==> src/rtl/imem_loader.sv <==
// Instruction-memory loader: parses a framed host byte stream and writes big-endian words into imem.
// Optional trailing XOR checksum byte is enabled by defining IMEM_LOADER_CHECKSUM_EN.
module imem_loader #(
  parameter int unsigned ADDR_W    = 12,
  parameter int unsigned MAX_WORDS = 4096,
  parameter logic [7:0]  SYNC_BYTE = 8'hA5
) (
  input  logic              clock,
  input  logic              reset,
  input  logic [7:0]        rx_data,
  input  logic              rx_valid,
  output logic              rx_ready,
  output logic [ADDR_W-1:0] load_address,
  output logic [31:0]       load_data,
  output logic              load_wren,
  output logic              cpu_hold,
  output logic              done,
  output logic              error
);

  typedef enum logic [2:0] {
    S_IDLE,
    S_LEN_HI,
    S_LEN_LO,
    S_DATA,
    S_WRITE,
    S_DONE,
    S_ERROR
`ifdef IMEM_LOADER_CHECKSUM_EN
    , S_CHK
`endif
  } state_t;

  state_t      state, state_next;
  logic [15:0] count;
  logic [15:0] word_cnt;
  logic [15:0] word_cnt_inc;
  logic [15:0] len_full;
  logic [1:0]  byte_idx;
  logic        accept;
  logic        is_sync;
`ifdef IMEM_LOADER_CHECKSUM_EN
  logic [7:0]  csum;
`endif

  assign accept       = rx_valid && rx_ready;
  assign is_sync      = (rx_data == SYNC_BYTE);
  assign word_cnt_inc = word_cnt + 16'd1;
  assign len_full     = {count[15:8], rx_data};

  always_ff @(posedge clock or negedge reset) begin
    if (!reset) begin
      state        <= S_IDLE;
      count        <= '0;
      word_cnt     <= '0;
      byte_idx     <= '0;
      load_address <= '0;
      load_data    <= '0;
`ifdef IMEM_LOADER_CHECKSUM_EN
      csum         <= '0;
`endif
    end else begin
      state <= state_next;
      case (state)
`ifdef IMEM_LOADER_CHECKSUM_EN
        S_IDLE, S_DONE: if (accept && is_sync) csum <= '0;
`endif
        S_LEN_HI: if (accept) count[15:8] <= rx_data;
        S_LEN_LO: begin
          if (accept) begin
            count[7:0]   <= rx_data;
            load_address <= '0;
            byte_idx     <= '0;
            word_cnt     <= '0;
          end
        end
        S_DATA: begin
          if (accept) begin
            load_data <= {load_data[23:0], rx_data};
            byte_idx  <= byte_idx + 2'd1;
`ifdef IMEM_LOADER_CHECKSUM_EN
            csum      <= csum ^ rx_data;
`endif
          end
        end
        // Address wraps to 0 after the final word of a full-size image; that write has already happened.
        S_WRITE: begin
          load_address <= load_address + ADDR_W'(1);
          word_cnt     <= word_cnt_inc;
        end
        default: ;
      endcase
    end
  end

  always_comb begin
    state_next = state;
    rx_ready   = (state != S_WRITE);
    load_wren  = (state == S_WRITE);
    done       = (state == S_DONE);
    error      = (state == S_ERROR);
    cpu_hold   = (state != S_IDLE) && (state != S_DONE);
    case (state)
      S_IDLE:   if (accept && is_sync) state_next = S_LEN_HI;
      S_LEN_HI: if (accept) state_next = S_LEN_LO;
      S_LEN_LO: begin
        if (accept) begin
          if (len_full == 16'd0)
`ifdef IMEM_LOADER_CHECKSUM_EN
            state_next = S_CHK;
`else
            state_next = S_DONE;
`endif
          else if (32'(len_full) > MAX_WORDS)
            state_next = S_ERROR;
          else
            state_next = S_DATA;
        end
      end
      S_DATA:   if (accept && byte_idx == 2'd3) state_next = S_WRITE;
      S_WRITE: begin
        if (word_cnt_inc == count)
`ifdef IMEM_LOADER_CHECKSUM_EN
          state_next = S_CHK;
`else
          state_next = S_DONE;
`endif
        else
          state_next = S_DATA;
      end
      S_DONE:   if (accept && is_sync) state_next = S_LEN_HI;
      S_ERROR:  state_next = S_ERROR;
`ifdef IMEM_LOADER_CHECKSUM_EN
      S_CHK:    if (accept) state_next = (rx_data == csum) ? S_DONE : S_ERROR;
`endif
      default:  state_next = S_IDLE;
    endcase
  end

endmodule

==> config.mk <==
export PLATFORM = sky130hd
export DESIGN_NAME = imem_loader
export DESIGN_NICKNAME = d
export VERILOG_FILES = /design/src/rtl/imem_loader.sv
export SDC_FILE = /design/constraint.sdc
export NUM_CORES = 1
export LEC_CHECK = 0
export CAP_MARGIN = 20
export CORE_MARGIN = 1.5
export CORE_UTILIZATION = 29
export DETAILED_ROUTE_END_ITERATION = 8
export GPL_ROUTABILITY_DRIVEN = 1
export REMOVE_ABC_BUFFERS = 1
export SYNTH_ARGS = -nofsm -noshare
export SYNTH_HDL_FRONTEND = slang
export SYNTH_SLANG_ARGS = --single-unit
==> constraint.sdc <==
create_clock -name clock -period 3.9 [get_ports clock]
set_input_delay 0.39 -clock clock [delete_from_list [all_inputs] [get_ports clock]]
set_output_delay 0.39 -clock clock [all_outputs]
set_load 0.01 [all_outputs]
# After elaboration in Yosys (flattened, before gate mapping)
# Index checks and enable logic that the tools add are counted.
[op_classes] add_sub_neg=3 order_cmp=1 eq_ne=16 reduce_logical=16 muxes=15
[op_table] operator="16-bit case mux with 2 select lines" count=1
[op_table] operator="12-bit case mux with 2 select lines" count=1
[op_table] operator="3-bit 2-to-1 mux" count=7
[op_table] operator="3-bit case mux with 6 select lines" count=1
[op_table] operator="16-bit by 1-bit adder with 16-bit output (second input constant)" count=1
[op_table] operator="16-bit equality test" count=1
[op_table] operator="16-bit by 13-bit > comparator with 1-bit output (second input constant)" count=1
[op_table] operator="16-bit logical NOT" count=1
[op_table] operator="16-bit 2-to-1 mux" count=1
[op_table] operator="12-bit by 1-bit adder with 12-bit output (second input constant)" count=1
[op_table] operator="12-bit 2-to-1 mux" count=1
[op_table] operator="3-bit equality test (second input constant)" count=3
[op_table] operator="8-bit equality test (second input constant)" count=1
[op_table] operator="2-bit inequality test (second input constant)" count=4
[op_table] operator="2-bit AND reduction" count=4
[op_table] operator="3-bit by 2-bit equality test with 1-bit output (second input constant)" count=2
[op_table] operator="3-bit inequality test (second input constant)" count=2
[op_table] operator="1-bit logical AND" count=4
[op_table] operator="2-bit 2-to-1 mux" count=2
[op_table] operator="2-bit case mux with 2 select lines" count=1
[op_table] operator="4-bit AND reduction" count=1
[op_table] operator="2-bit nonzero test" count=2
[op_table] operator="3-bit by 1-bit equality test with 1-bit output (second input constant)" count=1
[op_table] operator="3-bit logical NOT" count=1
[op_table] operator="other kinds (6)" count=6
[word_totals] reg_bits=81 output_inout_bits=49 input_bits=11 elab_cells=58

# Depth between registers and ports, before layout
[depth] ltp_word=5 mapped_depth=8 depth_no_buf=7

# Worst setup path after synthesis
# Ideal clock, no wire load.
[synth_path] path_kind="reg2reg" startpoint="register word_cnt[0]" endpoint="register state[1]" path_slack_ns=1.806 path_stages_with_launch=9 t_arrival_ns=1.954 n_path_buf=1 setup_time_ns=0.140 cell_sequence="dfrtp_1 > ha_1 > buf_2 > nand4_2 > nor2_1 > and3_1 > o22ai_1 > nor4_2 > a22oi_1"
[synth_between] elab_chain_len=4
[synth_rtl] element="start, declared" line_no="36" rtl="logic [15:0] word_cnt;"
[synth_rtl] element="start signal, assigned" line_no="89" rtl="word_cnt <= word_cnt_inc;"
[synth_rtl] element="16-bit by 1-bit adder with 16-bit output" line_no="48" rtl="assign word_cnt_inc = word_cnt + 16'd1;"
[synth_rtl] element="16-bit equality test" line_no="122" rtl="if (word_cnt_inc == count)"
[synth_rtl] element="3-bit 2-to-1 mux" line_no="122"
[synth_rtl] element="3-bit case mux with 6 select lines" line_no="103" rtl="case (state)"
[synth_rtl] element="end signal, assigned" line_no="63" rtl="state <= state_next;"
[synth_rtl] element="end, declared" line_no="34" rtl="state_t state, state_next;"
# Every way passes these cells.
# A chain may end at the register's enable or synchronous reset.

# Worst setup path in the final report
# Same ends and word-level chain as after synthesis.

==> results.yml <==
critical_path:
  path_cells: "ha_1, nand4_2, nor2_1, and3_1, o22ai_1, nor4_2, a22oi_1"
  crit_required_ns: 4.10
  max_stage_delay_ns: 0.53
  cp_num_buf_inv: 0
  reg2reg_depth: 7
  rr_startpoint: "word_cnt[0]"
  critPathTopFamily: "simple AND/OR/NAND/NOR gates"
  r2r-end: "state[1]"
  cp_slowest_cell: "dfrtp_1"
  cp_max_fo: 8
  r2r_slack_ns: 1.34
  cp-end-kind: "flop"
  crit_arrival_ns: 2.77
  worstSetupPathType: "reg2reg"
  start_kind: "flop"
floorplanning:
  fp-row-count: 43
  initial_core_util: 0.297
  die_h_um: 123
  boundaryPins: 60
  core_area_mm2: 0.0139
  die_w_um: 123
  die_area_mm2: 0.0150
timing:
  worstMarginPinSlew_ns: 0.835
  slew_viol_final: 0
  fin_setup_tns_ns: 0
  hold_ws_ns: 0.480
  hold_viol_final: 0
  period_minus_slack_ns: 2.56
  rsz0062_at_grt: "false"
  period_share: 0.657
  fmax_ghz: 0.390
  fin_worst_skew_ns: 0.00409
  relSlewSlack: 0.443
  setup_viol: 0
clock_tree:
  cts_resized: 0
  cts_hold_buf: 0
  cts_buffers: 9
  tritoncts_num_sinks: 81
  htreeDepth: 3
  cts_tree: "yes"
  clk_path_buf_depth: 2
  clock_latency_ns: 0.34
  cts_setup_buffers: 0
  clkTransAtPathRegs_ns: 0.06
  cts_root_buf: "clkbuf_16"
yosys:
  synth.distinct_cells: 46
  synth-main-ff-cell: "dfrtp_1"
  syn_avg_cell_area_um2: 10.7
  yosysSeqAreaShare: 0.489
  yosysWarnings: 0
  synth_area_mm2: 0.00415
  synth_area_leaders: "dfrtp_1, mux2_2, o21ai_0"
  ys_seq_elements: 81
  synth_top_area_frac: 0.489
  synth-edff-count: 0
  synthArstFlopShare: 1.00
  synth_top_area_cell: "dfrtp_1"
  syn-instance-count: 389
pwr:
  pwr_density_cell_mw_per_mm2: 384
  ir_worst_vdd_mv: 0.245
  power_mw: 2.03
  leakage_nw: 2.27
drt:
  postRouteAntennaNets: 0
  via_per_inst: 5.06
  drc: 0
  wl_per_cell_um: 15.3
  drtIter0Drc: 149
  dr.pass1.iters: 4
  wirelength_um: 9620
  via_count: 3171
global_routing:
  grt_max_degree: 82
  antenna_found_initial: 0
  grt_pass1_wl_um: 16100
  overflow: 0
  grtUsageTotal: 0.137
  grt_pass1_vias: 3187
layout:
  antenna_cells: 0
  mostFrequentLayoutCell: "dfrtp_1"
  drive_above_1_share: 0.177
  syn_to_final_growth_pct: 27.3
  nets: 456
  final_cell_mix: "dfrtp_1, clkdlybuf4s50_1, mux2_2"
  fillers: 1376
  final_core_util: 0.379
placed_design:
  gp_congestion: 0.837
  port_buffers: 59
  dp_hpwl_um: 6710
run_status:
  status: "completed"
hold_path:
  hp-class: "in2async"
run:
  maxCapViolCount: 0
==> cell type report <==
type	count	area [µm²]	area share
clock inverters	6	115	0.0218
clock buffers	10	239	0.0453
flip-flops and latches	81	2030	0.384
well taps	180	225	0.0427
inverters	7	26.3	0.00498
multi-input cells	279	2000	0.378
repair buffers	64	648	0.123
==> cell families after synthesis <==
family                   synth area share
AO/OA/AOI/OAI                       0.132
buffers and inverters              0.0305
adder cells (fa/ha/maj)           0.00906
flip-flops                          0.489
AND/OR/NAND/NOR                     0.160
XOR/XNOR                           0.0444
multiplexers                        0.135
==> power by group <==
group	internal [mW]	switching, mW
Sequential	0.867	0.0432
Clock	0.645	0.340
Combinational	0.0653	0.0677
Total	1.58	0.451
==> registers in the layout, summed over array words and instances, names as in the netlist <==
name	cells
count	16
byte_idx	2
load_address	12
state	3
word_cnt	16
load_data	32
==> stage by stage <==
step | instance area [µm²] | setup WS [ns] | cells
finish | 5280 | 1.34 | 627
global route | 5280 | 1.13 | 627
CTS | 5240 | 1.35 | 625
detailed placement | 4890 | 1.11 | 609
global placement | 4890 | 1.13 | 609
floorplan | 4050 | 1.16 | 367
==> synthesized netlist by cell type (3+ instances only) <==
cell and number:
dfrtp_1 81, mux2_2 48, o21ai_0 43, nand2_1 34, nor2_1 16, nand3_1 13
xnor2_1 13, buf_2 11, clkbuf_1 10, a21oi_1 8, o31ai_1 8, xor2_1 8
a31oi_1 7, and3_1 7, inv_1 7, nand4_1 7, nor3_1 6, nor4_1 6
nor2b_1 5, and4_1 4, o211ai_1 4, o22ai_1 4, a21o_1 3, ha_1 3
or3_1 3
==> per-layer routing <==
layer	vias up	track usage	wire length [µm]
met5	-	0	0
met1	1572	0.178	4610
met2	53	0.219	4540
met4	0	0.0487	127
met3	8	0.0358	336
li1	1538	-	-
==> how the worst max path moves through the flow <==
stage                           start            end  slack [ns]  depth (start not counted)
after global placement       rx_valid   load_data[3]        1.13                          4
after global routing      word_cnt[0]       state[1]        1.13                          7
after CTS                    state[0]       rx_ready        1.35                          4
final                     word_cnt[0]       state[1]        1.34                          7
after detailed placement     rx_valid  load_data[17]        1.11                          4
after floorplan              state[0]    word_cnt[3]        1.16                          6
(Power assumes the default switching activity.)
